## src/rtl/object_select_ctrl_if.sv

```systemverilog
// Object-select bus: per-pixel draw requests in, object code and
// per-frame frog collision flags out.
interface object_select_ctrl_if;
    logic       startOfFrame;
    logic       active_video;
    logic       waterfall_dr;
    logic       log_dr;
    logic       frog_dr;
    logic       endbank_dr;
    logic       french_dr;
    logic       gate_a_dr;
    logic       gate_b_dr;
    logic [7:0] object_to_draw;
    logic       hit_water;
    logic       hit_log;
    logic       hit_endbank;
    logic       hit_french;
    logic       hit_gate;
    logic       collision_valid;

    // Video timing / object generators side
    modport master (
        output startOfFrame, active_video,
        output waterfall_dr, log_dr, frog_dr, endbank_dr,
        output french_dr, gate_a_dr, gate_b_dr,
        input  object_to_draw,
        input  hit_water, hit_log, hit_endbank, hit_french, hit_gate,
        input  collision_valid
    );

    // Object-select controller side
    modport slave (
        input  startOfFrame, active_video,
        input  waterfall_dr, log_dr, frog_dr, endbank_dr,
        input  french_dr, gate_a_dr, gate_b_dr,
        output object_to_draw,
        output hit_water, hit_log, hit_endbank, hit_french, hit_gate,
        output collision_valid
    );
endinterface

```

## src/rtl/object_select_ctrl.sv

```systemverilog
// Object-select controller: resolves per-object draw requests into one
// registered priority code for the colour mux, and counts frog overlap
// pixels per frame, publishing latched hit flags at each start of frame.
module object_select_ctrl #(
    parameter int unsigned CNT_W         = 10,
    parameter int unsigned HIT_THRESHOLD = 4
) (
    input  logic                 CLK,
    input  logic                 RESETn,
    object_select_ctrl_if.slave  bus
);

    typedef enum logic [7:0] {
        OBJ_BACKGROUND = 8'd0,
        OBJ_WATERFALL  = 8'd1,
        OBJ_LOG        = 8'd2,
        OBJ_FROG       = 8'd3,
        OBJ_ENDBANK    = 8'd4,
        OBJ_FRENCH     = 8'd5,
        OBJ_GATEA      = 8'd6,
        OBJ_GATEB      = 8'd7
    } obj_code_t;

    typedef enum logic {
        WAIT_SOF = 1'b0,
        RUN      = 1'b1
    } state_t;

    localparam int unsigned NQ       = 5;
    localparam int unsigned Q_WATER  = 0;
    localparam int unsigned Q_LOG    = 1;
    localparam int unsigned Q_END    = 2;
    localparam int unsigned Q_FRENCH = 3;
    localparam int unsigned Q_GATE   = 4;

    localparam logic [CNT_W-1:0] THRESH = CNT_W'(HIT_THRESHOLD);

    state_t                    state_q, state_d;
    obj_code_t                 code_q, code_d;
    logic [NQ-1:0][CNT_W-1:0]  cnt_q, cnt_d;
    logic [NQ-1:0]             hit_q, hit_d;
    logic                      cv_q, cv_d;
    logic [NQ-1:0]             qual;
    logic                      frog_px;

    // Per-pixel overlap qualifiers, only meaningful on visible frog pixels
    always_comb begin
        frog_px        = bus.active_video & bus.frog_dr;
        qual           = '0;
        qual[Q_WATER]  = frog_px & bus.waterfall_dr & ~bus.log_dr;
        qual[Q_LOG]    = frog_px & bus.log_dr;
        qual[Q_END]    = frog_px & bus.endbank_dr;
        qual[Q_FRENCH] = frog_px & bus.french_dr;
        qual[Q_GATE]   = frog_px & (bus.gate_a_dr | bus.gate_b_dr);
    end

    // Fixed-priority object selection, forced to background while blanking
    always_comb begin
        code_d = OBJ_BACKGROUND;
        if (bus.active_video) begin
            if (bus.frog_dr)           code_d = OBJ_FROG;
            else if (bus.french_dr)    code_d = OBJ_FRENCH;
            else if (bus.gate_a_dr)    code_d = OBJ_GATEA;
            else if (bus.gate_b_dr)    code_d = OBJ_GATEB;
            else if (bus.log_dr)       code_d = OBJ_LOG;
            else if (bus.endbank_dr)   code_d = OBJ_ENDBANK;
            else if (bus.waterfall_dr) code_d = OBJ_WATERFALL;
            else                       code_d = OBJ_BACKGROUND;
        end
    end

    // Frame FSM: counter accumulation, SOF report and counter restart
    always_comb begin
        state_d = state_q;
        cnt_d   = cnt_q;
        hit_d   = hit_q;
        cv_d    = 1'b0;
        case (state_q)
            WAIT_SOF: begin
                cnt_d = '0;
                if (bus.startOfFrame) state_d = RUN;
            end
            RUN: begin
                for (int unsigned i = 0; i < NQ; i++) begin
                    if (bus.startOfFrame) begin
                        // Report the finished frame; the SOF pixel itself
                        // already counts toward the new frame.
                        hit_d[i] = (cnt_q[i] >= THRESH);
                        cnt_d[i] = qual[i] ? CNT_W'(1) : '0;
                    end else if (qual[i] && (cnt_q[i] != '1)) begin
                        cnt_d[i] = cnt_q[i] + CNT_W'(1);
                    end
                end
                if (bus.startOfFrame) cv_d = 1'b1;
            end
            default: begin
                state_d = WAIT_SOF;
                cnt_d   = '0;
            end
        endcase
    end

    // State, counters, flags and object code registers with sync reset
    always_ff @(posedge CLK) begin
        if (!RESETn) begin
            state_q <= WAIT_SOF;
            code_q  <= OBJ_BACKGROUND;
            cnt_q   <= '0;
            hit_q   <= '0;
            cv_q    <= 1'b0;
        end else begin
            state_q <= state_d;
            code_q  <= code_d;
            cnt_q   <= cnt_d;
            hit_q   <= hit_d;
            cv_q    <= cv_d;
        end
    end

    assign bus.object_to_draw  = code_q;
    assign bus.hit_water       = hit_q[Q_WATER];
    assign bus.hit_log         = hit_q[Q_LOG];
    assign bus.hit_endbank     = hit_q[Q_END];
    assign bus.hit_french      = hit_q[Q_FRENCH];
    assign bus.hit_gate        = hit_q[Q_GATE];
    assign bus.collision_valid = cv_q;

endmodule

```

## src/flat_wrapper.sv

```systemverilog
// flat-port wrapper written by rule: the top's interface ports become plain ports
module object_select_ctrl_flat 
#(
    parameter int unsigned CNT_W         = 10,
    parameter int unsigned HIT_THRESHOLD = 4
)
  (CLK, RESETn, bus_startOfFrame, bus_active_video, bus_waterfall_dr, bus_log_dr, bus_frog_dr, bus_endbank_dr, bus_french_dr, bus_gate_a_dr, bus_gate_b_dr, bus_object_to_draw, bus_hit_water, bus_hit_log, bus_hit_endbank, bus_hit_french, bus_hit_gate, bus_collision_valid);
  object_select_ctrl_if bus_i ();
  input  logic CLK;
  input  logic RESETn;
  input wire logic [$bits(bus_i.startOfFrame)-1:0] bus_startOfFrame;
  input wire logic [$bits(bus_i.active_video)-1:0] bus_active_video;
  input wire logic [$bits(bus_i.waterfall_dr)-1:0] bus_waterfall_dr;
  input wire logic [$bits(bus_i.log_dr)-1:0] bus_log_dr;
  input wire logic [$bits(bus_i.frog_dr)-1:0] bus_frog_dr;
  input wire logic [$bits(bus_i.endbank_dr)-1:0] bus_endbank_dr;
  input wire logic [$bits(bus_i.french_dr)-1:0] bus_french_dr;
  input wire logic [$bits(bus_i.gate_a_dr)-1:0] bus_gate_a_dr;
  input wire logic [$bits(bus_i.gate_b_dr)-1:0] bus_gate_b_dr;
  output wire logic [$bits(bus_i.object_to_draw)-1:0] bus_object_to_draw;
  output wire logic [$bits(bus_i.hit_water)-1:0] bus_hit_water;
  output wire logic [$bits(bus_i.hit_log)-1:0] bus_hit_log;
  output wire logic [$bits(bus_i.hit_endbank)-1:0] bus_hit_endbank;
  output wire logic [$bits(bus_i.hit_french)-1:0] bus_hit_french;
  output wire logic [$bits(bus_i.hit_gate)-1:0] bus_hit_gate;
  output wire logic [$bits(bus_i.collision_valid)-1:0] bus_collision_valid;
  assign bus_i.startOfFrame = bus_startOfFrame;
  assign bus_i.active_video = bus_active_video;
  assign bus_i.waterfall_dr = bus_waterfall_dr;
  assign bus_i.log_dr = bus_log_dr;
  assign bus_i.frog_dr = bus_frog_dr;
  assign bus_i.endbank_dr = bus_endbank_dr;
  assign bus_i.french_dr = bus_french_dr;
  assign bus_i.gate_a_dr = bus_gate_a_dr;
  assign bus_i.gate_b_dr = bus_gate_b_dr;
  assign bus_object_to_draw = bus_i.object_to_draw;
  assign bus_hit_water = bus_i.hit_water;
  assign bus_hit_log = bus_i.hit_log;
  assign bus_hit_endbank = bus_i.hit_endbank;
  assign bus_hit_french = bus_i.hit_french;
  assign bus_hit_gate = bus_i.hit_gate;
  assign bus_collision_valid = bus_i.collision_valid;
  object_select_ctrl #(.CNT_W(CNT_W), .HIT_THRESHOLD(HIT_THRESHOLD)) u_core (.CLK(CLK), .RESETn(RESETn), .bus(bus_i));
endmodule
```

## config.mk

```make
export PLATFORM = sky130hd
export DESIGN_NAME = object_select_ctrl_flat
export DESIGN_NICKNAME = d
export VERILOG_FILES = /design/src/rtl/object_select_ctrl_if.sv /design/src/rtl/object_select_ctrl.sv /design/src/flat_wrapper.sv
export SDC_FILE = /design/constraint.sdc
export NUM_CORES = 1
export LEC_CHECK = 0
export ABC_AREA = 1
export BUFFER_PORTS_ARGS = -buffer_cell sky130_fd_sc_hd__clkbuf_2
export CORE_MARGIN = 1.5
export CORE_UTILIZATION = 54
export CTS_CLUSTER_DIAMETER = 80
export DETAILED_ROUTE_END_ITERATION = 8
export PLACE_DENSITY = 0.78
export SYNTH_ARGS = -nofsm -noshare
export SYNTH_HDL_FRONTEND = slang
export SYNTH_SLANG_ARGS = --single-unit
```

## constraint.sdc

```tcl
create_clock -name CLK -period 1.4 [get_ports CLK]
set_clock_uncertainty 0.15 [all_clocks]
set_input_delay 0.21 -clock CLK [delete_from_list [all_inputs] [get_ports CLK]]
set_output_delay 0.21 -clock CLK [all_outputs]
set_load 0.05 [all_outputs]
```

==> run summary <==
Run status: finished, violations left
Failing checks: setup timing
Final period demand of the worst path: 1690 ps
Number of H-tree levels: 3
Max-cap check violation count: 0
Effective utilization at floorplan: 55.8%
Asr flop ratio synth: 0%
Avg Synthesized Cell Area: 6.58 µm²
Share of post-route cells with drive strength above 1: 42.7%
Filler-free cell count of the finished design: 702
Post-synth top area cell: dfxtp_1
Number of placed instances with taps included: 660
Launching point of the worst reg2reg path: u_core.cnt_q[32]$_SDFFE_PN0P_
Distinct cells, synth: 31
IO Count: 25
Total of flip-flops plus latches after synthesis: 60
Minimum setup slack in the final design: -288 ps
Number of standard-cell rows in the floorplan: 28
Sequential share of the synthesized area: 36.3%
Setup repair after global routing missed its margin: true
Worst Reg2Reg Path Length in Cells: 7
R2R setup slack: -290 ps
Warnings from Yosys: 0
Element type at the critical path end: register
Number of global-route vias before repair: 3530
Detailed Route WL: 13800 µm
Hold WC Path Type: input pin to register
Met3 Usage GRT: 6.85%
Arr. time, crit path: 1830 ps
Biggest area contributors in the synthesized netlist: dfxtp_1, nand2_1, nor2_1
Nets@finish: 644
Final Cycle Share: 121%
Number of buffers inserted by port buffering: 19
Data required time at the worst endpoint: 1550 ps
DIE AREA: 0.00660 mm²
Overall via count from detail_route: 4341
Post-Synthesis Cell Area: 0.00330 mm²
Initial detailed-routing violation count: 402
Max Slew Vio Count: 0
Global routing met1 resource utilization: 35.0%
Initial antenna violation count: 0
Worst-skew pair later-pin latency: 360 ps
Die width: 81.2 µm
Largest net degree at the start of global routing: 19
Flip-flop cell with the highest count after synthesis: dfxtp_1
Busiest grt layer: met2
CP Max Fanout: 3
Worst hold slack: 124 ps
Synth top cells by count: nand2_1, nor2_1, inv_1
Number of CTS-inserted buffers: 9
Grt met2 use: 53.4%
Post-DRT Antenna Nets: 0
Final setup viols: 51
Cell area power density: 793 mW/mm²
Destination of the worst register-to-register timing path: u_core.cnt_q[36]$_SDFFE_PN0P_
GR Overflow Total: 0
Gpl congestion: 0.882
Clock tree from TritonCTS: done
Count of inserted antenna diode cells: 0
Accumulated negative setup slack: -9350 ps
Most used standard cell by instance count after synthesis: nand2_1
Die boundary height: 81.2 µm
Clock tree buffer depth: 2
WS Path Type: register to register
Fraction of post-synthesis cell area in the top cell type by area: 36.3%
Share of the core filled with cells: 85.3%
Capture point of the worst path: u_core.cnt_q[36]$_SDFFE_PN0P_
Area of the core: 0.00592 mm²
Final Hold Viols: 0
Via count normalized by instance count: 6.18
Leakage dissipation: 2.08 nW
Synthesis-to-finish area growth: 52.8%
HPWL Detailed: 6260 µm
Pre-antenna DRT Iters: 5
Clk pin slew, worst setup/hold paths: 70 ps
VDD IR-drop max: 0.679 mV
Top achievable clock speed: 592 MHz
Category of the worst setup path launch point: register
Critical Path Source: u_core.cnt_q[32]$_SDFFE_PN0P_
Root buffer selected by CTS: clkbuf_8
Clock Sinks: 60
EDFF count, synth: 0
Wire length of the first global-routing pass: 15600 µm
Count of mapped cells out of synthesis: 502
DRC violations left: 0
All-Layer GR Usage: 31.0%
Routed wirelength normalized by instance count: 19.7 µm
[worst min-delay path by stage]
stage / startpoint / slack (ps) / end / depth (start not counted)
finish: bus_frog_dr / 120 / u_core.bus.object_to_draw[1]$_SDFF_PN0_ / 4
global route: bus_frog_dr / 120 / u_core.bus.object_to_draw[1]$_SDFF_PN0_ / 4
CTS: bus_french_dr / 40 / u_core.bus.object_to_draw[1]$_SDFF_PN0_ / 4
detailed placement: bus_french_dr / 340 / u_core.bus.object_to_draw[0]$_SDFF_PN0_ / 3
global placement: u_core.state_q$_SDFF_PN0_ / 330 / u_core.state_q$_SDFF_PN0_ / 2
floorplan: bus_startOfFrame / 180 / u_core.state_q$_SDFF_PN0_ / 2
[final cells by class]
class	count	area (µm²)
Clock buffer	14	173
Fill cell	276	872
Timing Repair Buffer	118	941
Clock inverter	1	30.0
Multi-Input combinational cell	364	2280
Tap cell	75	93.8
Sequential cell	60	1220
Inverter	70	305
[critical path, cell delays in order (launching register included)]
cell     delay [ps]
dfxtp_1         410
nand2_1         180
buf_4           200
nor3_1          370
nand2_2          90
nand2_1          80
nand2_1          50
nor2_1           90
[layer usage]
layer	wire length [µm]	share of wire, %
met1	4840	35
met2	6190	45
met3	1560	11
met4	1190	8.6
met5	38	0.28
[registers in the layout (all words and copies together), names as in the netlist]
name,flops
u_core.bus.collision_valid,1
u_core.bus.object_to_draw,3
u_core.cnt_q,50
u_core.hit_q,5
u_core.state_q,1
[kinds of logic (layout without fill, tap and decap cells)]
logic type / Yosys count / count (layout) / share of synthesized area (%)
compound gates: 83 / 83 / 13.6
buf+inv: 82 / 203 / 10.5
flops: 60 / 60 / 36.3
simple gates: 266 / 266 / 35.7
other cells: 1 / 5 / 0.113
fa+ha+maj: 10 / 10 / 3.79
[stage by stage]
stage          power, mW  cell area [µm²]  setup slack [ps]
2_1_floorplan       2.04             3410             -7.90
3_3_place_gp        2.16             4080             -81.2
3_5_place_dp        2.17             4080              -131
4_1_cts             3.83             4620              -103
5_1_grt             4.09             5050              -361
6_report            4.00             5050              -288
[where the power goes]
part	internal (mW)	leakage, nW	switching, mW
clock network	0.961	0.103	0.739
logic	0.183	1.48	0.358
registers	1.73	0.492	0.0274
total	2.88	2.08	1.12
[cells in the final DEF (no fill, tap or decap), types with 13 or more instances in the layout]
cell	count
dfxtp_1	48
inv_1	54
nand2_2	25
clkbuf_2	19
nor2_1	58
a21oi_2	18
nand2_1	99
nand3_1	16
o21ai_2	13
buf_4	84
o21ai_0	14
a21oi_1	14
[what timing repair did]
item	CTS	global route
gates resized for setup	67	82
setup endpoints to repair	50	50
buffers inserted	10	13
hold buffers	2	0
hold endpoints to repair	2	0
cloned	0	2
pin swaps	24	34
Power figures use the tool's default switching activity.
